### src/rtl/mem_stage.sv
// -----------------------------------------------------------------------------
// mem_stage -- memory stage of the five-stage pipeline.
//
// Issues data-cache requests for the instruction sitting in EX/MEM, stalls the
// pipeline until the cache reports dhit, resolves jumps/branches into a fetch
// redirect and loads the MEM/WB register. A captured halt parks the stage in
// HALT until reset.
//
// Ports
//   CLK, RST               clock, synchronous active-high reset
//   ex_valid               EX/MEM holds a live instruction
//   alu_out, rdat2         data address / store data
//   rdat1, Jaddr           jr target / jump target
//   extout, npc            branch immediate / PC+4
//   DRen..halt, Mem, wsel  EX/MEM control fields
//   dmemREN, dmemWEN       cache read/write request
//   dmemaddr, dmemstore    cache address / store data
//   dhit, dmemload         cache completion / load data
//   mem_stall              freezes PC, IF/ID, ID/EX, EX/MEM
//   pc_redir, pc_target    fetch redirect and its target
//   wb_*                   MEM/WB register
//   mem_timeout            (only with MEM_STAGE_TIMEOUT_EN) sticky flag set
//                          after 255 consecutive WAIT cycles
//
// Build option: define MEM_STAGE_TIMEOUT_EN to add the wait-cycle counter and
// the mem_timeout output.
// -----------------------------------------------------------------------------
module mem_stage #(
   parameter int DATA_W = 32
) (
   input  logic              CLK,
   input  logic              RST,
   input  logic              ex_valid,
   input  logic [DATA_W-1:0] alu_out,
   input  logic [DATA_W-1:0] rdat2,
   input  logic [DATA_W-1:0] rdat1,
   input  logic [DATA_W-1:0] extout,
   input  logic [DATA_W-1:0] npc,
   input  logic [DATA_W-1:0] Jaddr,
   input  logic              DRen,
   input  logic              DWen,
   input  logic              RegW,
   input  logic              Branch,
   input  logic              BNE,
   input  logic              jump,
   input  logic              jr,
   input  logic              zero,
   input  logic              halt,
   input  logic [1:0]        Mem,
   input  logic [4:0]        wsel,
   output logic              dmemREN,
   output logic              dmemWEN,
   output logic [DATA_W-1:0] dmemaddr,
   output logic [DATA_W-1:0] dmemstore,
   input  logic              dhit,
   input  logic [DATA_W-1:0] dmemload,
   output logic              mem_stall,
   output logic              pc_redir,
   output logic [DATA_W-1:0] pc_target,
`ifdef MEM_STAGE_TIMEOUT_EN
   output logic              mem_timeout,
`endif
   output logic              wb_valid,
   output logic              wb_RegW,
   output logic              wb_halt,
   output logic [4:0]        wb_wsel,
   output logic [DATA_W-1:0] wb_wdat
);

   typedef enum logic [1:0] {
      S_RUN  = 2'd0,
      S_WAIT = 2'd1,
      S_HALT = 2'd2
   } state_t;

   state_t state, state_nxt;

   logic                     memop;
   logic                     is_store;
   logic                     redir_ok;
   logic                     br_taken;
   logic signed [DATA_W-1:0] br_off;
   logic        [DATA_W-1:0] br_tgt;
   logic        [DATA_W-1:0] wdat_sel;

   // ---- request / stall / redirect (combinational from EX/MEM) ----
   always_comb begin
      memop     = ex_valid & (DRen | DWen) & (state != S_HALT) & ~RST;
      dmemREN   = memop & DRen;
      dmemWEN   = memop & DWen & ~DRen;
      dmemaddr  = alu_out;
      dmemstore = rdat2;
      mem_stall = memop & ~dhit;
      is_store  = DWen & ~DRen;

      // Word offset, sign kept; the add wraps modulo 2^32.
      br_off    = $signed(extout) <<< 2;
      br_tgt    = $unsigned($signed(npc) + br_off);
      br_taken  = Branch & (zero ^ BNE);

      // A redirect from an instruction still waiting on the cache is held
      // back until its dhit cycle, so it fires exactly once.
      redir_ok  = ex_valid & ~mem_stall & (state != S_HALT) & ~RST;
      pc_redir  = 1'b0;
      pc_target = '0;
      if (redir_ok) begin
         if (jr) begin
            pc_redir  = 1'b1;
            pc_target = rdat1;
         end else if (jump) begin
            pc_redir  = 1'b1;
            pc_target = Jaddr;
         end else if (br_taken) begin
            pc_redir  = 1'b1;
            pc_target = br_tgt;
         end
      end

      // Mem = 11 is reserved and falls back to the ALU result.
      case (Mem)
         2'b01:   wdat_sel = dmemload;
         2'b10:   wdat_sel = npc;
         default: wdat_sel = alu_out;
      endcase
   end

   // ---- FSM next state ----
   always_comb begin
      state_nxt = state;
      case (state)
         S_RUN, S_WAIT: begin
            if (ex_valid & halt & ~mem_stall)
               state_nxt = S_HALT;
            else if (mem_stall)
               state_nxt = S_WAIT;
            else
               state_nxt = S_RUN;
         end
         S_HALT:  state_nxt = S_HALT;
         default: state_nxt = S_RUN;
      endcase
   end

   always_ff @(posedge CLK) begin
      if (RST) state <= S_RUN;
      else     state <= state_nxt;
   end

   // ---- MEM/WB register boundary ----
   always_ff @(posedge CLK) begin
      if (RST) begin
         wb_valid <= 1'b0;
         wb_RegW  <= 1'b0;
         wb_halt  <= 1'b0;
         wb_wsel  <= '0;
         wb_wdat  <= '0;
      end else if (state == S_HALT) begin
         wb_valid <= 1'b0;
         wb_RegW  <= 1'b0;
         wb_halt  <= 1'b1;
      end else if (mem_stall) begin
         wb_valid <= 1'b0;
         wb_RegW  <= 1'b0;
         wb_halt  <= 1'b0;
      end else begin
         wb_valid <= ex_valid;
         wb_RegW  <= ex_valid & RegW & ~is_store;
         wb_halt  <= ex_valid & halt;
         wb_wsel  <= wsel;
         wb_wdat  <= wdat_sel;
      end
   end

`ifdef MEM_STAGE_TIMEOUT_EN
   logic [7:0] wait_cnt;

   // Saturating count of WAIT cycles; the flag latches once the count hits
   // 255 and only reset clears it.
   always_ff @(posedge CLK) begin
      if (RST) begin
         wait_cnt    <= '0;
         mem_timeout <= 1'b0;
      end else if (state == S_WAIT) begin
         if (wait_cnt != 8'hFF) wait_cnt <= wait_cnt + 8'd1;
         if (wait_cnt >= 8'hFE) mem_timeout <= 1'b1;
      end else begin
         wait_cnt <= '0;
      end
   end
`endif

endmodule

### config.mk
export PLATFORM = sky130hd
export DESIGN_NAME = mem_stage
export DESIGN_NICKNAME = d
export VERILOG_FILES = /design/src/rtl/mem_stage.sv
export SDC_FILE = /design/constraint.sdc
export NUM_CORES = 1
export LEC_CHECK = 0
export ABC_AREA = 1
export ABC_CLOCK_PERIOD_IN_PS = 2400
export CORE_AREA = 2 2 151 153
export CTS_BUF_LIST = sky130_fd_sc_hd__clkbuf_4 sky130_fd_sc_hd__clkbuf_8 sky130_fd_sc_hd__clkbuf_16
export DETAILED_ROUTE_END_ITERATION = 10
export DIE_AREA = 0 0 153 155
export PLACE_DENSITY = 0.71
export SLEW_MARGIN = 20
export SYNTH_ARGS = -nofsm -noshare
export SYNTH_HDL_FRONTEND = slang
export SYNTH_SLANG_ARGS = --single-unit
### constraint.sdc
create_clock -name CLK -period 2.4 [get_ports CLK]
set_input_delay 0.48 -clock CLK [delete_from_list [all_inputs] [get_ports CLK]]
set_output_delay 0.48 -clock CLK [all_outputs]
set_load 0.02 [all_outputs]
# ---- Word level (Yosys, flattened, before mapping)
# Index checks and enable logic that the tools add are counted.
dict set report op_classes {
  bitwise_logic 24
  n_addsub 1
  n_mux 14
  n_eq_ne 5
  reduce_logical 4
}
# cell count
set op_table {}
lappend op_table {{32-bit two-way mux} 4}
lappend op_table {{32-bit case mux with 2 select lines} 1}
lappend op_table {{32-bit adder} 1}
lappend op_table {{1-bit bitwise AND} 16}
lappend op_table {{1-bit two-way mux} 7}
lappend op_table {{1-bit inverter} 6}
lappend op_table {{2-bit by 1-bit equality test with 1-bit output, second input constant} 2}
lappend op_table {{2-bit equality test, second input constant} 2}
lappend op_table {{2-bit case mux with 2 select lines} 1}
lappend op_table {{3-bit OR reduction} 1}
lappend op_table {{2-bit logical NOT} 1}
lappend op_table {{2-bit two-way mux} 1}
lappend op_table {{2-bit != test, second input constant} 1}
lappend op_table {{2-bit AND reduction} 1}
lappend op_table {{2-bit OR reduction} 1}
lappend op_table {{1-bit OR} 1}
lappend op_table {{1-bit bitwise XOR} 1}
dict set report totals {
  input_bits 244
  register_bits 42
  out_inout_bits 140
}

# ---- Depth between registers and ports, before layout
# Gate-level depths: netlist of the first run.
dict set report depth {
  word_depth 10
  mapped_depth 13
  mapped_depth_nobuf 13
}

# ---- Least setup slack after synthesis of the first run
# Ideal clock, no wire load.
dict set report synth_path {
  path_type {input port to output port}
  from {input port extout[0]}
  to {output port pc_target[30]}
  t_required_ps 1920
  stages 12
  slack_ps -205
  arrival_time_ps 2125
  cell_sequence {ha_1 > inv_1 > fa_1 > inv_1 > nand3_1 > nand3_1 > nand3_1 > nand3_1 > nand2_1 > nand3_1 > nand3_1 > a21oi_1}
}
dict set report synth_via {
  elab_chain_len 5
}
# element line_no
set synth_rtl {}
lappend synth_rtl {{start, declared} 37} ;# input logic [DATA_W-1:0] extout,
lappend synth_rtl {{32-bit adder} 98} ;# br_tgt = $unsigned($signed(npc) + br_off);
lappend synth_rtl {{32-bit two-way mux} 113} ;# end else if (br_taken) begin
lappend synth_rtl {{32-bit two-way mux} 110} ;# end else if (jump) begin
lappend synth_rtl {{32-bit two-way mux} 107} ;# if (jr) begin
lappend synth_rtl {{32-bit two-way mux} 106} ;# if (redir_ok) begin
lappend synth_rtl {{end, declared} 59} ;# output logic [DATA_W-1:0] pc_target,
# No other way between the ends.

# ---- Worst setup path after layout of the first run
dict set report layout_path {
  from {input port npc[18]}
  to {output port pc_target[21]}
}
dict set report layout_via {
  elab_chain_len 5
}
# element line_no
set layout_rtl {}
lappend layout_rtl {{start, declared} 38} ;# input logic [DATA_W-1:0] npc,
lappend layout_rtl {{32-bit adder} 98}
lappend layout_rtl {{32-bit two-way mux} 113}
lappend layout_rtl {{32-bit two-way mux} 110}
lappend layout_rtl {{32-bit two-way mux} 107}
lappend layout_rtl {{32-bit two-way mux} 106}
# No other way between the ends.

==> results.toml, run 1 <==
[timing]
hold_violations = 0
setup_viol_count_final = 25
max-slew-margin-rel_pct = 57.7
slew_violations = 0
setup_slack_ns = -0.361
fin_worst_skew_ns = 0.00680
rsz0062_at_grt = "true"
fin_crit_sh_pct = 115
max_freq_mhz = 362
final.min_clock_period_ns = 2.76
transition_time_at_the_pin_with_the_least_slew_margin_ns = 0.634

[logic_synthesis]
yosysTopAreaCellShare_pct = 19.1
unique_masters_post_synth = 33
post_synth_inst_count = 935
ys_ff_latch = 42
yosys.area.top_type = "nand2_1"
syn_area_per_cell_sq_um = 6.07
syn_area_sq_um = 5670
syn-num-nets = 1211
synth_edf_count = 0
synth.top_cells.by_area = "nand2_1 (19%), dfxtp_1 (15%), buf_4 (9.0%), a311oi_2 (8.5%), a21oi_1 (8.1%)"
synthesis.yosys.warnings = 0
synth.cells.most_frequent = "nand2_1 (288), inv_1 (103), a21oi_1 (92)"
synth_top_flop_cell = "dfxtp_1"
seq_area_frac_synth_pct = 14.8
synth.most_common_cell = "nand2_1"
postSynth.asyncResetShare_pct = 0

[cts]
clkLatencyLatePin_ns = 0.29
clock_tree.htree_level_count = 2
cts-root-to-sink-buffers = 2
cts_inserted_buffers = 5
clk_transition_reported_paths_ns = 0.07
clockRootBuffer = "clkbuf_16"
tritoncts_clock_tree = "built"
cts_hold_buffers = 0
clock_sink_count = 42

[power]
power.sequential.fraction_pct = 18.4
power.clock.fraction_pct = 16.2
fin_total_pwr_mw = 4.39
power.internal_mw = 2.58
switching_component_of_the_power_mw = 1.81
pwr-share-comb_pct = 65.4
sw_frac_of_total_pct = 41.1
power_density_nw_per_um2 = 359
max_rail_drop_vdd_mv = 0.261
cellLeakagePower_nw = 5.37

[place]
routabilityCongestion = 0.901
port-buffer-count = 317
dp_slack_ns = -1.43
dp_hpwl_microns = 21000
post_dp_cell_area_sq_um = 9600

[critical_path]
worst-endpoint-arrival_ns = 2.28
worst-endpoint-required_ns = 1.92
cp_cell_sequence = "buf_2, ha_4, nand2_4, nor2_4, inv_2, nor2_4, nand4_1, nand4_1, nand3_2, a21oi_2, buf_4"
timing_worst_setup_path_type = "input port to output port"
setup.worst_path.start_class = "input port"
critPathSlowestCell = "ha_4"
max_stage_delay_ns = 0.31
path_max_fanout = 4
setup.worst_path.end_class = "output port"

[finish]
proportion_of_layout_cells_with_a_drive_suffix_above_1_pct = 49.7
area.growth.synth_to_final_pct = 116
layout.area.seq_sq_um = 842
final_area_sq_um = 12200
multiInputGateArea_sq_um = 5800
nets = 1596
num-fill-cells = 1851

[die]
floorplan.initialDensity_pct = 25.5
fp.dieH_microns = 155
die_area_sq_um = 23700
chipWidth_microns = 153
fp.coreArea_sq_um = 22200
number_of_rows_created_at_floorplan = 55
floorplan.io_pins = 384

[routing]
remaining_drc_errors = 0
drt-wirelength-per-cell_microns = 19.5
first_pass_iters = 5
num_vias = 8118
final_antenna_net_count = 0
wirelength_microns = 31300
via_per_inst = 5.05
initialDrtViolationCount = 497

[grt]
wire_length_of_the_first_global_routing_pass_microns = 42000
first_global_vias = 7874
gr-usage-all-layers_pct = 22.4
grt_remaining_overflow = 0
grt_start_max_net_pins = 39
grt_antenna_before_repair = 1

[job]
drv.max_cap_violation_count = 0

[outcome]
violations = "negative setup slack"
status = "complete, but fails checks"

[worst_hold_path]
type_of_the_most_critical_hold_path = "flip-flop to flip-flop"
[layout by cell type (no fill, tap or decap), types with 29 or more instances in the layout]
cell type        instances
clkdlybuf4s50_1        215
a311oi_2                32
buf_4                  130
ha_4                    29
buf_6                   78
a22o_1                  31
inv_1                   72
a21oi_2                 30
a21oi_1                 47
nand2_1                145
nand2_4                 53
nand2_2                 86
dfxtp_1                 41
nor2_1                  48
[stage by stage]
| stage | instances | util (%) | hold WS [ns] | TNS (ns) |
|---|---|---|---|---|
| 3_5_place_dp | 1549 | 43.2 | 0.428 | -34.84 |
| 4_1_cts | 1582 | 50.7 | 0.438 | -2.95 |
| 3_3_place_gp | 1549 | 43.2 | 0.419 | -34.11 |
| 2_1_floorplan | 935 | - | 0.410 | 0 |
| 6_report | 1607 | 55.0 | 0.419 | -4.28 |
| 5_1_grt | 1607 | 55.0 | 0.427 | -5.81 |
[path summary, 6_finish.rpt]
kind | from | end | slack (ns) | cells after the start
hold reg to reg | state[1] | state[0] | 0.42 | 1
hold / removal | state[1] | state[0] | 0.42 | 1
setup reg to reg | state[1] | wb_wdat[5] | 0.65 | 10
setup / recovery | npc[18] | pc_target[21] | -0.36 | 11
[layer usage]
layer,track usage [%],up-vias,wire [microns]
met3,3.51,114,1910
li1,-,3788,-
met2,41.1,436,15700
met5,0,-,0
met4,9.35,0,1490
met1,25.8,3780,12200
[worst max-delay path: cells and delay by family]
kind            cells  cell delay, ns
compound gates      1            0.14
fa+ha+maj           1            0.31
buf+inv             3            0.36
simple gates        6            0.98
[power by group through the flow]
stage               registers [mW]  clock network [mW]  logic (mW)
CTS                          0.809               0.729        2.49
finish                       0.808               0.711        2.87
detailed placement           0.824                   0        2.02
global route                 0.817               0.756        3.03
global placement             0.820                   0        2.00
floorplan                    0.904                   0        1.00
[registers in the layout, indices dropped and copies added (netlist names)]
signal	count
wb_wsel	5
wb_RegW	1
state	2
wb_wdat	32
wb_valid	1
wb_halt	1
[timing repair]
action,in CTS,in global routing
pin swaps,191,186
cloned,2,1
resized for setup,757,241
setup endpoints to repair,36,33
buffers inserted,23,25
[logic make-up after synthesis]
| kind of cell | after synthesis | share of synthesized area (%) |
|---|---|---|
| xor+xnor | 2 | 0.309 |
| compound gates | 196 | 25.3 |
| simple gates | 453 | 33.4 |
| buf+inv | 210 | 19.0 |
| fa+ha+maj | 32 | 7.19 |
| flops | 42 | 14.8 |
[final cells by class]
type | instances | share of cell area (%)
Clock buffer | 6 | 1.14
Multi-Input combinational cell | 683 | 47.4
Tap cell | 285 | 2.91
Sequential cell | 42 | 6.88
Clock inverter | 2 | 0.102
Timing Repair Buffer | 483 | 38.2
Inverter | 105 | 3.36
Antenna cell | 1 | 0.0205
Note: power is estimated with default switching activity, not from simulation.
==> run 2, diff against run 1 <==
Settings changed: GPL_TIMING_DRIVEN set to 0.
==> run 2 against run 1 <==
  * The run still ends with negative setup slack left
  * First-iteration DRC count shrank 47%
  * Largest cell class unchanged
  * Register-to-register slack gained 0.17 ns
  * Routed wire length shrank 8.4%
  * Non-clock buffer count grew 36
  * Cell count grew 2.4%
  * Hold slack gained 0.0084 ns
  * Power shrank 5.8%
  * Combinational power shrank 8.7%
  * Maximum frequency grew 3.2%
  * Worst setup slack gained 0.085 ns
==> results.toml, run 2 (synthesized netlist as in run 1, its figures left out) <==
[grt]
gr-usage-all-layers_pct = 22.6
wire_length_of_the_first_global_routing_pass_microns = 42700
first_global_vias = 8185
grt_antenna_before_repair = 6
grt_remaining_overflow = 0
grt_start_max_net_pins = 14

[die]
number_of_rows_created_at_floorplan = 55
floorplan.io_pins = 384
floorplan.initialDensity_pct = 25.5
chipWidth_microns = 153
fp.coreArea_sq_um = 22200
fp.dieH_microns = 155
die_area_sq_um = 23700

[place]
dp_hpwl_microns = 22400
dp_slack_ns = -1.50
port-buffer-count = 347
post_dp_cell_area_sq_um = 9610
numPlacedInstances = 1567
routabilityCongestion = 0.868

[critical_path]
r2r_setup_slk_ns = 0.82
worst-endpoint-required_ns = 1.92
reg2regPathDepth = 9
worst-endpoint-arrival_ns = 2.20
worstReg2RegStart = "state[1]"
setup.worst_path.end_class = "output port"
timing_worst_setup_path_type = "input port to output port"
setup.worst_path.start_class = "input port"
path_max_fanout = 4
r2r_end = "wb_wdat[4]"

[cts]
cts-root-to-sink-buffers = 2
clock_sink_count = 42
clkLatencyLatePin_ns = 0.29
clk_transition_reported_paths_ns = 0.07
tritoncts_clock_tree = "built"
cts_hold_buffers = 0
clockRootBuffer = "clkbuf_16"
clock_tree.htree_level_count = 2
cts_inserted_buffers = 5

[timing]
max_freq_mhz = 374
fin_worst_skew_ns = 0.00636
setup_slack_ns = -0.276
final.min_clock_period_ns = 2.68
rsz0062_at_grt = "true"
slew_violations = 0
transition_time_at_the_pin_with_the_least_slew_margin_ns = 0.822
fin_crit_sh_pct = 111
hold_violations = 0
setup_viol_count_final = 25
max-slew-margin-rel_pct = 45.2

[worst_hold_path]
type_of_the_most_critical_hold_path = "flip-flop to flip-flop"
min-delay-start = "state[1]"
min_delay_worst_endpoint = "state[0]"
hold_depth = 1

[finish]
largest_reg_flops = 32
register_name_with_the_most_flops = "wb_wdat"
area.growth.synth_to_final_pct = 107
layout_top_registers = "wb_wdat (32), wb_wsel (5), state (2)"
nets = 1632
proportion_of_layout_cells_with_a_drive_suffix_above_1_pct = 41.3
final_area_sq_um = 11800
final_common_cell = "clkdlybuf4s50_1"
finalNonFillerCells = 1645
layout.cells.most_common_list = "clkdlybuf4s50_1 (246), nand2_1 (198), buf_4 (134)"

[power]
max_rail_drop_vdd_mv = 0.252
cellLeakagePower_nw = 5.16
fin_total_pwr_mw = 4.14
power_density_nw_per_um2 = 352

[routing]
drt-wirelength-per-cell_microns = 17.4
final_antenna_net_count = 0
initialDrtViolationCount = 264
via_per_inst = 4.85
num_vias = 7978
first_pass_iters = 4
wirelength_microns = 28600
remaining_drc_errors = 0

[job]
drv.max_cap_violation_count = 0

[outcome]
violations = "negative setup slack"
status = "complete, but fails checks"
==> run 2: cell count changes in the layout (fill, tap and decap cells not counted), sizes merged, moves of 2 or more <==
cell / previous run / this run
clkdlybuf4s50: 215 / 246
clkdlybuf4s15: 0 / 10
dlygate4sd2: 7 / 10
diode: 1 / 3
buf: 248 / 217
clkbuf: 15 / 40
==> run 2: power breakdown <==
group | switching [mW] | total, mW | internal, mW
combinational | 1.35 | 2.62 | 1.27
clock | 0.299 | 0.712 | 0.413
sequential | 0.0360 | 0.806 | 0.770
total | 1.69 | 4.14 | 2.45
==> run 2: critical path, stage by stage <==
cell and delay, ns:
buf_8 0.07, ha_4 0.13, inv_2 0.04, fa_2 0.40, inv_2 0.09, nand3_4 0.07
nand3_4 0.12, nand2_4 0.07, nand2_4 0.09, nand3_2 0.07, nand3b_1 0.14, nand3_2 0.13
a21oi_4 0.17, buf_6 0.13
==> run 2: how the worst max path moves through the flow <==
stage | from | cells after the start | slack [ns] | endpoint
final | extout[0] | 14 | -0.28 | pc_target[16]
after global routing | extout[0] | 14 | -0.37 | pc_target[16]
after CTS | npc[2] | 14 | -0.26 | pc_target[18]
after detailed placement | npc[2] | 14 | -1.50 | pc_target[24]
after global placement | npc[2] | 14 | -1.45 | pc_target[24]
after floorplan | extout[0] | 12 | 0.0002 | pc_target[16]
==> run 2: timing repair <==
item                       in CTS  in global routing
gates cloned                    2                  0
setup endpoints to repair      34                 51
buffers inserted               57                  9
gates resized for setup       749                 67
pin swaps                     157                 66
==> run 2: area by class of cell <==
cell class,count,area (sq um)
Fill cell,2071,10500
Multi-Input combinational cell,683,5380
Timing Repair Buffer,414,3870
Sequential cell,42,842
Buffer,105,761
Inverter,105,397
Tap cell,285,357
Clock buffer,6,139
Clock inverter,2,12.5
Antenna cell,3,7.51
==> run 2: stage by stage <==
stage | setup TNS, ns | utilization [%] | hold slack (ns)
2_1_floorplan | 0 | - | 0.410
3_3_place_gp | -43.81 | 43.2 | 0.419
3_5_place_dp | -45.48 | 43.2 | 0.431
4_1_cts | -3.86 | 52.0 | 0.420
5_1_grt | -6.48 | 52.9 | 0.442
6_report | -4.50 | 52.9 | 0.427
==> run 2: metal layers <==
layer	wire length (microns)	global-route usage, %	up-vias
met4	910	7.63	4
met2	14800	43.6	336
met3	1590	3.45	66
met5	32	0	-
li1	-	-	3871
met1	11300	25.1	3701
==> run 3, diff against run 2 <==
==> constraint.sdc (replaced) <==
create_clock -name CLK -period 2.4 [get_ports CLK]
set_input_delay 0.36 -clock CLK [delete_from_list [all_inputs] [get_ports CLK]]
set_output_delay 0.36 -clock CLK [all_outputs]
set_load 0.02 [all_outputs]
==> run 3 against run 2 <==
  * The run still ends with negative setup slack left
  * Worst setup slack improved by 0.27 ns
  * Clock skew up 0.0048 ns
  * Register-to-register slack got worse by 0.07 ns
  * Hold slack better by 0.0068 ns
  * Global-route usage decreased by 1.1 points
  * Critical path type unchanged
  * Cell count fell by 1.1%
  * Core utilization shrank 2.2 points
==> results.toml, run 3 (synthesized netlist as in run 1, its figures left out) <==
[finish]
layout.core_utilization_pct = 50.7
layout_top_registers = "wb_wdat (32), wb_wsel (5), state (2)"
proportion_of_layout_cells_with_a_drive_suffix_above_1_pct = 39.3
layout.cells.most_common_list = "clkdlybuf4s50_1 (255), nand2_1 (181), buf_4 (138)"
final_common_cell = "clkdlybuf4s50_1"
largest_reg_flops = 32
finalNonFillerCells = 1627
final_area_sq_um = 11300
nets = 1617
area.growth.synth_to_final_pct = 98.9
number_of_diodes_added_for_antenna_fixing = 0
register_name_with_the_most_flops = "wb_wdat"

[timing]
max_freq_mhz = 415
setup_slack_ns = -0.00933
setup_total_negative_slack_ns = -0.00933
setup_viol_count_final = 1
hold_violations = 0
tightest_hold_margin_ns = 0.434
final.min_clock_period_ns = 2.41
transition_time_at_the_pin_with_the_least_slew_margin_ns = 0.866
fin_crit_sh_pct = 100
max-slew-margin-rel_pct = 42.3
rsz0062_at_grt = "true"
slew_violations = 0
fin_worst_skew_ns = 0.0112

[worst_hold_path]
min-delay-start = "state[1]"
type_of_the_most_critical_hold_path = "flip-flop to flip-flop"
min_delay_worst_endpoint = "state[0]"
hold_depth = 1

[power]
power.sequential.fraction_pct = 20.0
power.clock.fraction_pct = 18.0
power.internal_mw = 2.39
pwr-share-comb_pct = 62.0
sw_frac_of_total_pct = 40.6
power_density_nw_per_um2 = 357
switching_component_of_the_power_mw = 1.64
fin_total_pwr_mw = 4.03
max_rail_drop_vdd_mv = 0.282
cellLeakagePower_nw = 4.94

[cts]
clock_tree.htree_level_count = 2
cts_inserted_buffers = 5
clkLatencyLatePin_ns = 0.29
clock_sink_count = 42
tritoncts_clock_tree = "built"
cts-root-to-sink-buffers = 2
clk_transition_reported_paths_ns = 0.07
clockRootBuffer = "clkbuf_16"
cts_hold_buffers = 0

[critical_path]
worst-endpoint-arrival_ns = 2.05
r2r_end = "wb_wdat[4]"
cp_cell_sequence = "buf_8, ha_4, inv_2, fa_2, inv_2, nand3_2, nand3_4, nand3_4, nand3_4, nand2_2, nand3_2, nand3_4, a21oi_2, buf_4"
setup.worst_path.start_class = "input port"
reg2regPathDepth = 9
path_max_fanout = 4
critPathSlowestCell = "fa_2"
setup.worst_path.start = "extout[0]"
max_stage_delay_ns = 0.35
worstReg2RegStart = "state[1]"
setup.worst_path.end_class = "output port"
r2r_setup_slk_ns = 0.75
path_common_cell = "nand3_4"
timing_worst_setup_path_type = "input port to output port"
worst-endpoint-required_ns = 2.04

[place]
numPlacedInstances = 1567
port-buffer-count = 347
dp_slack_ns = -1.46
routabilityCongestion = 0.862
dp_hpwl_microns = 22300
post_dp_cell_area_sq_um = 9500

[grt]
wire_length_of_the_first_global_routing_pass_microns = 40600
grt_antenna_before_repair = 0
first_global_vias = 7811
gr-usage-all-layers_pct = 21.4
grt_remaining_overflow = 0
grt_start_max_net_pins = 14

[outcome]
violations = "negative setup slack"
status = "complete, but fails checks"

[die]
fp.coreArea_sq_um = 22200
floorplan.initialDensity_pct = 25.5
chipWidth_microns = 153
fp.dieH_microns = 155
number_of_rows_created_at_floorplan = 55
floorplan.io_pins = 384
die_area_sq_um = 23700

[routing]
first_pass_iters = 7
final_antenna_net_count = 0
num_vias = 7765
via_per_inst = 4.77
initialDrtViolationCount = 267
drt-wirelength-per-cell_microns = 16.9
wirelength_microns = 27600
remaining_drc_errors = 0

[job]
drv.max_cap_violation_count = 0
[run 3: cell types whose count changed in the layout (fill, tap and decap cells not counted), sizes merged]
| cell | delta |
|---|---|
| buf | -42 |
| clkdlybuf4s50 | +9 |
| dlymetal6s2s | -1 |
| clkbuf | +25 |
| dlygate4sd2 | -5 |
| clkdlybuf4s15 | -1 |
| diode | -3 |
[run 3: power groups by stage]
stage	clock, mW	combinational [mW]	sequential, mW
after floorplan	0	0.984	0.904
after global placement	0	1.98	0.819
after detailed placement	0	1.99	0.822
after CTS	0.745	2.33	0.806
after global routing	0.763	2.67	0.814
final	0.725	2.50	0.805
[run 3: cell type report]
class | instances | area (sq um)
clock inverter | 2 | 12.5
fill | 2120 | 10900
buffer | 105 | 718
timing repair buffer | 399 | 3620
sequential | 42 | 841
multi-input combinational | 683 | 5190
tap | 285 | 357
inverter | 105 | 402
clock buffer | 6 | 139
[run 3: layer usage]
| layer | GRT usage (%) | share of wire (%) | vias to the layer above |
|---|---|---|---|
| met5 | 0 | 0 | - |
| met4 | 6.04 | 2.3 | 0 |
| met3 | 2.53 | 4.9 | 28 |
| met2 | 41.0 | 52 | 310 |
| met1 | 25.1 | 41 | 3588 |
| li1 | - | - | 3839 |
[run 3: critical path, delay by kind of cell]
kind	cells	cell delay, ns
buffers and inverters	4	0.34
AOI/OAI and AO/OA	1	0.17
and+or+nand+nor	7	0.68
adders and majority gates	2	0.48
[run 3: how the worst max path moves through the flow]
stage / to / cells after the start
2_1_floorplan: pc_target[30] / 12
3_3_place_gp: pc_target[30] / 14
3_5_place_dp: pc_target[30] / 14
4_1_cts: pc_target[30] / 14
5_1_grt: pc_target[30] / 14
6_report: pc_target[30] / 14
[run 3: what timing repair did]
item                                    CTS  global route
pin swaps                               104           123
setup buffers                            34            18
resized for setup                       526           187
endpoints found under the setup margin   33            34
hold endpoints to repair                  0             0
